--- src/rtl/serial_add_controller_pkg.sv ---
// Shared definitions for the bit-serial adder controller.
package serial_add_controller_pkg;

  typedef enum logic [1:0] {
    ST_IDLE = 2'd0,
    ST_RUN  = 2'd1,
    ST_DONE = 2'd2
  } state_t;

  // Bit counter width: wide enough to hold WIDTH itself so it never wraps.
  function automatic int unsigned count_width(input int unsigned width);
    return $clog2(width) + 1;
  endfunction

endpackage

--- src/rtl/serial_add_controller_adder.sv ---
// 1-bit full-adder cell used by the serial adder controller.
module serial_add_controller_adder (
  input  logic a,
  input  logic b,
  input  logic c_in,
  output logic sum,
  output logic c_out
);

  // Combinational full-add of one bit position.
  always_comb begin
    sum   = a ^ b ^ c_in;
    c_out = (a & b) | (c_in & (a ^ b));
  end

endmodule

--- src/rtl/serial_add_controller.sv ---
// Bit-serial adder: one full-adder cell sequenced LSB-first, one bit per clock.
// Upstream valid/ready operand port, downstream valid/ack result port.
module serial_add_controller
  import serial_add_controller_pkg::*;
#(
  parameter int unsigned WIDTH = 8
) (
  input  logic             i_clock,
  input  logic             i_reset,
  input  logic             i_valid,
  output logic             o_ready,
  input  logic [WIDTH-1:0] i_augend,
  input  logic [WIDTH-1:0] i_addend,
  input  logic             i_carry,
  output logic             o_valid,
  input  logic             i_ack,
  output logic [WIDTH-1:0] o_sum,
  output logic             o_carry
);

  localparam int unsigned     CW   = count_width(WIDTH);
  localparam logic [CW-1:0]   LAST = CW'(WIDTH - 1);

  state_t           state;
  state_t           state_next;
  logic [WIDTH-1:0] a_reg;
  logic [WIDTH-1:0] b_reg;
  logic [WIDTH-1:0] sum_reg;
  logic [WIDTH:0]   sum_shift;
  logic             carry;
  logic             carry_out;
  logic [CW-1:0]    count;
  logic             cell_sum;
  logic             cell_carry;
  logic             last_bit;

  serial_add_controller_adder u_adder (
    .a     (a_reg[0]),
    .b     (b_reg[0]),
    .c_in  (carry),
    .sum   (cell_sum),
    .c_out (cell_carry)
  );

  // New sum bit enters at the MSB; written via a wide vector so WIDTH=1 needs no special case.
  assign sum_shift = {cell_sum, sum_reg};
  assign last_bit  = (state == ST_RUN) && (count == LAST);

  // State register.
  always_ff @(posedge i_clock) begin
    if (i_reset) state <= ST_IDLE;
    else         state <= state_next;
  end

  // Next-state logic.
  always_comb begin
    state_next = state;
    unique case (state)
      ST_IDLE: if (i_valid)  state_next = ST_RUN;
      ST_RUN:  if (last_bit) state_next = ST_DONE;
      ST_DONE: if (i_ack)    state_next = ST_IDLE;
      default:               state_next = ST_IDLE;
    endcase
  end

  // Handshake and result outputs.
  always_comb begin
    o_ready = (state == ST_IDLE);
    o_valid = (state == ST_DONE);
    o_sum   = sum_reg;
    o_carry = carry_out;
  end

  // Operand/result shift registers, carry flop and bit counter.
  always_ff @(posedge i_clock) begin
    if (i_reset) begin
      a_reg     <= '0;
      b_reg     <= '0;
      sum_reg   <= '0;
      carry     <= 1'b0;
      carry_out <= 1'b0;
      count     <= '0;
    end else begin
      unique case (state)
        ST_IDLE: begin
          if (i_valid) begin
            a_reg <= i_augend;
            b_reg <= i_addend;
            carry <= i_carry;
            count <= '0;
          end
        end
        ST_RUN: begin
          a_reg   <= a_reg >> 1;
          b_reg   <= b_reg >> 1;
          sum_reg <= sum_shift[WIDTH:1];
          carry   <= cell_carry;
          count   <= count + CW'(1);
          if (last_bit) carry_out <= cell_carry;
        end
        default: ;
      endcase
    end
  end

endmodule

--- config.mk ---
export PLATFORM = sky130hd
export DESIGN_NAME = serial_add_controller
export DESIGN_NICKNAME = d
export VERILOG_FILES = /design/src/rtl/serial_add_controller_pkg.sv /design/src/rtl/serial_add_controller_adder.sv /design/src/rtl/serial_add_controller.sv
export SDC_FILE = /design/constraint.sdc
export NUM_CORES = 1
export LEC_CHECK = 0
export BUFFER_PORTS_ARGS = -buffer_cell sky130_fd_sc_hd__buf_4
export CAP_MARGIN = 20
export CELL_PAD_IN_SITES_DETAIL_PLACEMENT = 1
export CELL_PAD_IN_SITES_GLOBAL_PLACEMENT = 1
export CORE_MARGIN = 1
export CORE_UTILIZATION = 41
export DETAILED_ROUTE_END_ITERATION = 10
export PLACE_DENSITY = 0.91
export SKIP_CTS_REPAIR_TIMING = 1
export SYNTH_ARGS = -nofsm -noshare
export SYNTH_HDL_FRONTEND = slang
export SYNTH_HIERARCHICAL = 1
export SYNTH_SLANG_ARGS = --single-unit
--- constraint.sdc ---
create_clock -name i_clock -period 2.2 [get_ports i_clock]
set_input_delay 0.22 -clock i_clock [delete_from_list [all_inputs] [get_ports i_clock]]
set_output_delay 0.22 -clock i_clock [all_outputs]
set_load 0.05 [all_outputs]
==> Yosys cells after proc, flatten, opt, wreduce, memory -nomap -nowiden <==
Cells that the tools add are included.
{ "totals": {"reg_bits": 32, "inputBits": 21} }
{ "classes": {"add_sub_neg": 1, "eq_ne": 6, "muxes": 12, "n_bitwise": 5, "n_reduce_logical": 6} }
{ "op_table": {"columns": ["cell", "count"], "rows": [
  ["$pmux W8 S2", 2],
  ["$mux W8", 2],
  ["$pmux W4 S2", 1],
  ["$mux W2", 3],
  ["$pmux W2 S3", 1],
  ["$add A4 B1 Y4 const B", 1],
  ["$eq A4 B3 Y1 const B", 1],
  ["$mux W4", 1],
  ["$ne A2 B2 Y1 const B", 2],
  ["$reduce_and A2 Y1", 2],
  ["$reduce_and A3 Y1", 1],
  ["$and A1 B1 Y1", 2],
  ["$eq A2 B1 Y1 const B", 1],
  ["$eq A2 B2 Y1 const B", 1],
  ["$logic_not A2 Y1", 1],
  ["$ne A2 B1 Y1 const B", 1],
  ["$pmux W1 S2", 1],
  ["$reduce_bool A2 Y1", 1],
  ["$xor A1 B1 Y1", 2],
  ["$logic_and A1 B1 Y1", 1],
  ["$mux W1", 1],
  ["$or A1 B1 Y1", 1]
]} }

==> Longest topological paths before layout <==
Gate-level depths: netlist of run 1.
{ "depth": {"word_depth": 4, "ltp_mapped": 5} }

==> Cells and area by module <==
Netlist of run 1, hierarchy kept.
{ "by_module_without_submodules": {"columns": ["mod", "instances", "cells_per_inst", "area_each_um2"], "rows": [
  ["serial_add_controller", 1, 161, 1358.8],
  ["serial_add_controller_adder", 1, 1, 20.0]
]} }

==> Worst setup path after synthesis of run 1 <==
Ideal clock, no wire load.
{ "synth_path": {"path_kind": "register -> register", "from": "reg state[0]", "to": "reg state[1]", "arrival_time_ps": 1520, "required_time_ps": 2133, "path_slack_ps": 612, "path_stages_with_launch": 5, "period_less_slack_ps": 1588, "cell_sequence": "dfxtp_1 -> buf_2 -> nor2b_1 -> a22oi_1 -> nor2_1"} }
{ "synth_via": {"word_cells_on_any_way": 9} }
{ "synth_rtl": {"columns": ["element", "line", "rtl"], "rows": [
  ["from (decl)", "serial_add_controller.sv:24", "state_t state;"],
  ["from (signal assigned)", "serial_add_controller.sv:52", "else state <= state_next;"],
  ["$eq A2 B2 Y1 *", null, null],
  ["net o_valid", "serial_add_controller.sv:15", "output logic o_valid,"],
  ["$ne A2 B1 Y1 (no source line)", null, null],
  ["$reduce_and A3 Y1 (no source line)", null, null]
]} }
Mark *: on every way through the listed nets, which the timed path passes. The rest lies on a longest branch.
A chain may end at the register's enable or synchronous reset.

==> Worst setup path in the final report of run 1 <==
{ "layout_path": {"from": "reg state[0]", "to": "out o_ready"} }
{ "layout_via": {"elab_chain_len": 1} }
{ "layout_lines": {"columns": ["element", "line", "rtl"], "rows": [
  ["$logic_not A2 Y1", "serial_add_controller.sv:68", "o_ready = (state == ST_IDLE);"],
  ["to (decl)", "serial_add_controller.sv:11", "output logic o_ready,"]
]} }
Every way passes these cells.

==> flow_summary.json, run 1 <==
{
  "path_class": "reg2out",
  "crit_family": "buffers and inverters",
  "die_h_um": 60.0,
  "relSlewSlack_pct": 62.7,
  "switching_share_pct": 24.7,
  "initial_core_util_pct": 44.1,
  "ant_nets": 0,
  "fin_cells": 234,
  "io_pins": 32,
  "met1_length_um": 1520,
  "report.final.setup_viol": 0,
  "skew_ns": 0.00749,
  "slowest_delay_ns": 0.37,
  "combPwrFrac_pct": 12.8,
  "drt-total-wl_um": 3500,
  "cts_tree": "yes",
  "p_seq_share_pct": 48.5,
  "grt_max_degree": 33,
  "setup_slack_ns": 0.613,
  "total_power_mw": 1.31,
  "wl_met3_um": 135,
  "via_per_inst": 5.41,
  "routed.top_layer": "met4",
  "cts_max_path_buffers": 2,
  "finalHoldViolations": 0,
  "nNetsFinal": 212,
  "synth_area_um2": 1380,
  "synth_cell_types": 29,
  "power_density_nw_per_um2": 765,
  "grt_pass1_vias": 1279,
  "ys_ff_latch": 32,
  "coreArea_um2": 3130,
  "path_cells": "buf_4, nor2_1, buf_4",
  "drt_iter0_markers": 36,
  "syn_nets": 185,
  "overflow": 0,
  "slowest_stage": "dfxtp_1",
  "port_buffers": 31,
  "drtPass1Iterations": 4,
  "period_share_pct": 72.1,
  "avgSynthCellArea_um2": 8.51,
  "place_inst": 226,
  "postPlaceCellArea_um2": 1610,
  "grt_pass1_wl_um": 5680,
  "leakage_nw": 0.683,
  "period_minus_slack_ns": 1.59,
  "power.share.clock_pct": 38.7,
  "synth_edf_count": 0,
  "yosysSeqAreaShare_pct": 46.5,
  "max_freq_ghz": 0.630,
  "design_area_um2": 1710,
  "rows": 20,
  "vias": 1267,
  "ir_worst_vdd_uv": 389,
  "crit_path_max_fanout": 19,
  "cts_buffers": 5,
  "maxSlewViolCount": 0,
  "rsz0062_at_grt": "no",
  "fillers": 376,
  "worstSetupStartpointType": "flop",
  "antenna_found_initial": 0,
  "cp-end-kind": "primary output",
  "synthFlopType": "dfxtp_1",
  "crit_buf_inv": 2,
  "wl_met2_um": 1810,
  "die_area_um2": 3600,
  "synthArstFlopShare_pct": 0,
  "fin_worst_hold_slack_ns": 0.143,
  "yosys-top-cells-area": "dfxtp_1 (46%), nor2_1 (9.0%), a211oi_1 (8.2%)",
  "dpl_worst_slack_ns": 0.736,
  "clk_pin_slew_ns": 0.10,
  "ys_warn_count": 6,
  "cp_common_cell": "buf_4",
  "synth_top_area_share_pct": 46.5,
  "n_antenna_cell": 0,
  "fin_util_pct": 54.6,
  "place.detailed.hpwl_um": 2410,
  "syn_to_final_growth_pct": 24.0,
  "finalSetupTns_ns": 0,
  "tightest_slew_ns": 0.558,
  "switching_power_uw": 323,
  "drive_gt1_share_pct": 22.1,
  "ctsHtreeMaxLevel": 2,
  "wl_per_cell_um": 14.9,
  "track_usage_pct": 21.3,
  "clockRootBuffer": "clkbuf_4",
  "clk_latency_ns": 0.33,
  "required_ns": 1.98,
  "p_int_uw": 985,
  "numClockSinks": 32,
  "synth_cells": 162,
  "drv_cap": 0,
  "status": "completed",
  "drc": 0,
  "dieWidth_um": 60.0,
  "synth.largest_area_cell": "dfxtp_1",
  "cp_data_arrival_time_ns": 1.37,
  "place_congestion": 0.709,
  "min_path_type": "in2reg"
}
cell families after synthesis:
family / share of synthesized area (%)
AO/OA/AOI/OAI: 26.3
buffers and inverters: 5.17
AND/OR/NAND/NOR: 19.0
flip-flops: 46.5
adder cells (fa/ha/maj): 2.36
multiplexers: 0.726
cell usage in the layout (no fill, tap or decap):
cell type / instances
a211oi_1: 15
or3_1: 1
clkbuf_4: 5
a32oi_1: 2
nor2_1: 33
a22oi_1: 2
o22ai_1: 3
a31oi_1: 1
ha_1: 1
nand2b_1: 2
clkbuf_8: 2
o32a_1: 1
dfxtp_1: 32
fa_1: 1
o21ba_2: 1
inv_1: 2
nor3_1: 1
a21oi_1: 10
o21bai_1: 1
nand3_1: 3
nor2b_1: 1
and2b_1: 1
bufinv_16: 1
mux2i_1: 1
a21bo_2: 1
o2bb2ai_1: 12
and4b_1: 1
buf_4: 32
clkinv_1: 1
nand2_1: 20
synthesized netlist by cell type, drive strengths merged (2+ instances only):
master,number
inv,2
clkbuf,5
a21oi,10
a32oi,2
o2bb2ai,12
nand2,20
nor2,33
a22oi,2
nand3,3
buf,7
o22ai,3
nand2b,2
dfxtp,32
a211oi,15
path summary, 6_finish.rpt:
kind / startpoint / to / slack, ns / cells after the start
min: i_addend[7] / b_reg[7] / 0.14 / 3
max reg2reg: state[1] / o_carry / 0.70 / 3
max: state[0] / o_ready / 0.61 / 3
min reg2reg: o_sum[1] / o_sum[0] / 0.48 / 2
worst min-delay path, cell delays in order:
cell and delay [ns]:
buf_4 0.08, a32oi_1 0.08, nor2_1 0.07
power groups by stage:
| stage | logic (mW) | clock network (mW) | registers, mW |
|---|---|---|---|
| final | 0.167 | 0.506 | 0.635 |
| after global routing | 0.184 | 0.546 | 0.638 |
| after CTS | 0.169 | 0.513 | 0.634 |
| after detailed placement | 0.167 | 0 | 0.647 |
| after global placement | 0.160 | 0 | 0.645 |
| after floorplan | 0.107 | 0 | 0.650 |
final cells by class:
type	instances	area [um2]	area share, %
Inverter	3	11.3	0.659
Clock buffer	7	65.1	3.81
Clock inverter	1	30.0	1.76
Sequential cell	32	641	37.5
Timing Repair Buffer	32	240	14.1
Multi-Input combinational cell	115	667	39.0
Tap cell	44	55.1	3.22
per-layer routing:
metal  vias up  global-route usage [%]
li1        628                       -
met1       604                    24.3
met2        30                    37.5
met3         5                    6.71
met4         0                    6.64
met5         -                       0
Note: power is estimated with default switching activity, not from simulation.
==> run 2: changes to the inputs <==
Settings changed: CORE_UTILIZATION 41 to 38, PLACE_DENSITY 0.91 to 0.86.
Clock period 2.2 ns to 1.5 ns, I/O delays scaled along.
==> flow_summary.json, run 2 (synthesis gave the netlist of run 1 again) <==
{
  "switching_share_pct": 28.0,
  "slowest_stage": "dfxtp_1",
  "period_share_pct": 94.8,
  "path_cells": "nor2b_2, buf_4",
  "numClockSinks": 32,
  "drtPass1Iterations": 4,
  "track_usage_pct": 20.4,
  "min_path_type": "in2reg",
  "p_int_mw": 1.18,
  "place_congestion": 0.718,
  "maxSlewViolCount": 0,
  "skew_ns": 0.00575,
  "drv_cap": 0,
  "port_buffers": 31,
  "clk_latency_ns": 0.33,
  "leakage_nw": 0.677,
  "place.detailed.hpwl_um": 2510,
  "relSlewSlack_pct": 59.4,
  "combPwrFrac_pct": 15.8,
  "status": "completed",
  "ir_worst_vdd_uv": 500,
  "p_seq_share_pct": 56.7,
  "max_freq_ghz": 0.704,
  "syn_to_final_growth_pct": 23.2,
  "ant_nets": 0,
  "crit_buf_inv": 1,
  "cts_tree": "yes",
  "fillers": 418,
  "drt-total-wl_um": 3580,
  "antenna_found_initial": 0,
  "dieWidth_um": 62.2,
  "period_minus_slack_ns": 1.42,
  "drive_gt1_share_pct": 23.4,
  "postPlaceCellArea_um2": 1640,
  "rows": 21,
  "io_pins": 32,
  "n_antenna_cell": 0,
  "drt_iter0_markers": 42,
  "rsz0062_at_grt": "no",
  "drc": 0,
  "die_h_um": 62.2,
  "clk_pin_slew_ns": 0.09,
  "fin_cells": 238,
  "tightest_slew_ns": 0.608,
  "finalHoldViolations": 0,
  "regArea_um2": 641,
  "slowest_delay_ns": 0.50,
  "layout_commonest_cell": "buf_4",
  "worstSetupStartpointType": "flop",
  "design_area_um2": 1700,
  "nNetsFinal": 215,
  "finalSetupTns_ns": 0,
  "ctsHtreeMaxLevel": 2,
  "cts_max_path_buffers": 2,
  "required_ns": 1.35,
  "power_density_nw_per_um2": 966,
  "wl_per_cell_um": 15.1,
  "place_inst": 231,
  "crit_family": "flip-flops",
  "grt_max_degree": 33,
  "report.final.setup_viol": 0,
  "vias": 1286,
  "power.share.clock_pct": 27.5,
  "final_cell_mix": "buf_4 (34), nor2_1 (32), dfxtp_1 (32)",
  "initial_core_util_pct": 40.4,
  "via_per_inst": 5.40,
  "multi_input_area_um2": 677,
  "grt_pass1_wl_um": 6170,
  "coreArea_um2": 3420,
  "cp-end-kind": "primary output",
  "die_area_um2": 3870,
  "crit_path_max_fanout": 8,
  "clockRootBuffer": "clkbuf_4",
  "path_class": "reg2out",
  "grt_pass1_vias": 1301,
  "cp_data_arrival_time_ns": 1.27,
  "cts_buffers": 5,
  "switching_power_uw": 459,
  "overflow": 0
}
-- run 2: power groups by stage --
stage               sequential (mW)  combinational, mW  clock, mW
global route                  0.937              0.288      0.507
detailed placement            0.950              0.255          0
finish                        0.931              0.258      0.452
CTS                           0.931              0.257      0.465
global placement              0.945              0.245          0
floorplan                     0.954              0.157          0
-- run 2: final cells by class --
type                       count  share of cell area [%]
clock buffer                   6                    2.43
clock inverter                 1                   0.295
inverter                       3                   0.663
multi-input combinational    115                    39.8
sequential                    32                    37.7
tap                           46                    3.39
timing repair buffer          35                    15.7
-- run 2: path summary, 6_finish.rpt --
check                    from       end  cells after the start  slack, ns
hold reg to reg      o_sum[0]  o_sum[0]                      2       0.47
setup / recovery     state[1]   o_valid                      2       0.08
setup reg to reg     state[1]  b_reg[2]                      3       0.21
hold / removal    i_addend[7]  b_reg[7]                      3       0.09
-- run 2: worst reg2reg max path, cell delays in order (launching register included) --
cell and delay [ns]:
dfxtp_1 0.50, clkinv_1 0.23, buf_4 0.25, a211oi_1 0.23
-- run 2: layer usage --
metal | global-route usage [%] | vias to the layer above | wire, um | part of all wire (%)
li1 | - | 638 | - | -
met3 | 4.96 | 6 | 130 | 3.6
met5 | 0 | - | 0 | 0
met4 | 6.10 | 0 | 48 | 1.3
met2 | 35.4 | 29 | 1830 | 51
met1 | 24.8 | 613 | 1570 | 44
-- run 2: through the flow --
stage	power (mW)	utilization [%]	hold WS (ns)	setup WS, ns
2_1_floorplan	1.11	-	0.223	0.218
3_3_place_gp	1.19	48.1	0.417	0.288
3_5_place_dp	1.20	48.1	0.428	0.242
4_1_cts	1.65	49.5	0.0788	0.0300
5_1_grt	1.73	49.7	0.0985	0.0222
6_report	1.64	49.7	0.0859	0.0786
==> run 3: changes to the inputs <==
Settings changed: REMOVE_ABC_BUFFERS set to 1.
==> flow_summary.json, run 3 (synthesis gave the netlist of run 1 again) <==
{
  "status": "completed",
  "reg2reg_depth": 3,
  "max_freq_ghz": 0.734,
  "p_int_mw": 1.18,
  "ctsHtreeMaxLevel": 2,
  "path_class": "reg2out",
  "n_antenna_cell": 0,
  "cp-end-kind": "primary output",
  "wl_per_cell_um": 13.9,
  "dieWidth_um": 62.2,
  "fillers": 425,
  "layout_commonest_cell": "buf_4",
  "grt_pass1_vias": 1296,
  "overflow": 0,
  "skew_ns": 0.00601,
  "period_share_pct": 90.8,
  "cts_buffers": 5,
  "crit_family": "flip-flops",
  "cp.depth": 3,
  "drc": 0,
  "combPwrFrac_pct": 15.4,
  "rrSetupSlack_ns": 0.24,
  "rows": 21,
  "cp_data_arrival_time_ns": 1.21,
  "slowest_stage": "dfxtp_2",
  "report.final.setup_viol": 0,
  "syn_to_final_growth_pct": 22.9,
  "die_area_um2": 3870,
  "fin_worst_hold_slack_ns": 0.108,
  "drt-total-wl_um": 3320,
  "postPlaceCellArea_um2": 1640,
  "drtPass1Iterations": 4,
  "ir_worst_vdd_uv": 529,
  "place.detailed.hpwl_um": 2470,
  "hold_path_depth": 3,
  "die_h_um": 62.2,
  "path_cells": "buf_4, nor2_2, buf_6",
  "nNetsFinal": 215,
  "crit_path_max_fanout": 11,
  "clk_pin_slew_ns": 0.09,
  "coreArea_um2": 3420,
  "rsz0062_at_grt": "no",
  "drt_iter0_markers": 48,
  "power_density_nw_per_um2": 960,
  "switching_share_pct": 27.4,
  "relSlewSlack_pct": 61.4,
  "numClockSinks": 32,
  "design_area_um2": 1690,
  "p_seq_share_pct": 57.3,
  "grt_pass1_wl_um": 5630,
  "crit_buf_inv": 2,
  "switching_power_uw": 446,
  "fin_util_pct": 49.6,
  "vias": 1258,
  "power.share.clock_pct": 27.4,
  "leakage_nw": 0.676,
  "initial_core_util_pct": 40.4,
  "maxSlewViolCount": 0,
  "cts_max_path_buffers": 2,
  "drive_gt1_share_pct": 24.0,
  "clk_latency_ns": 0.33,
  "io_pins": 32,
  "min_path_type": "in2reg",
  "antenna_found_initial": 0,
  "port_buffers": 31,
  "via_per_inst": 5.29,
  "finalHoldViolations": 0,
  "finalSetupTns_ns": 0,
  "ant_nets": 0,
  "period_minus_slack_ns": 1.36,
  "track_usage_pct": 18.5,
  "slowest_delay_ns": 0.38,
  "place_congestion": 0.771,
  "worstSetupStartpointType": "flop",
  "final_cell_mix": "buf_4 (34), nor2_1 (32), dfxtp_1 (30)",
  "tightest_slew_ns": 0.578,
  "drv_cap": 0,
  "required_ns": 1.35,
  "cts_tree": "yes",
  "grt_max_degree": 33,
  "clockRootBuffer": "clkbuf_4"
}
[run 3: cell counts in the layout (fill, tap and decap cells not counted)]
No cell type changed its count.
[run 3: cell type report]
class,count,area [um2],area share [%]
Clock inverter,1,5.00,0.295
Multi-Input combinational cell,115,669,39.5
Inverter,3,11.3,0.665
Timing Repair Buffer,35,267,15.7
Sequential cell,32,643,38.0
Clock buffer,6,41.3,2.44
Tap cell,46,57.6,3.40
[run 3: worst reg2reg max path: stages (launching register included)]
cell and delay (ns):
dfxtp_2 0.38, inv_1 0.38, o22ai_1 0.18, a211oi_1 0.25
[run 3: metal layers]
metal | wire [um] | GRT usage, %
met2 | 1650 | 32.0
met5 | 0 | 0
met3 | 181 | 6.62
met1 | 1440 | 20.3
met4 | 42 | 8.14
[run 3: per-stage QoR]
step	total power, mW	cells	setup WS [ns]
floorplan	1.08	150	-0.124
global placement	1.18	231	0.272
detailed placement	1.20	231	0.152
CTS	1.64	238	-0.0303
global route	1.72	238	0.0439
finish	1.63	238	0.138
[run 3: final timing paths]
path / start / endpoint
max: state[0] / o_ready
min: i_augend[7] / a_reg[7]
max reg2reg: state[0] / carry
min reg2reg: o_sum[0] / o_sum[0]
[run 3: power groups by stage]
stage	Combinational [mW]	Clock, mW	Sequential (mW)
finish	0.250	0.446	0.931
global route	0.279	0.508	0.938
CTS	0.251	0.458	0.931
detailed placement	0.252	0	0.950
global placement	0.238	0	0.947
floorplan	0.123	0	0.960
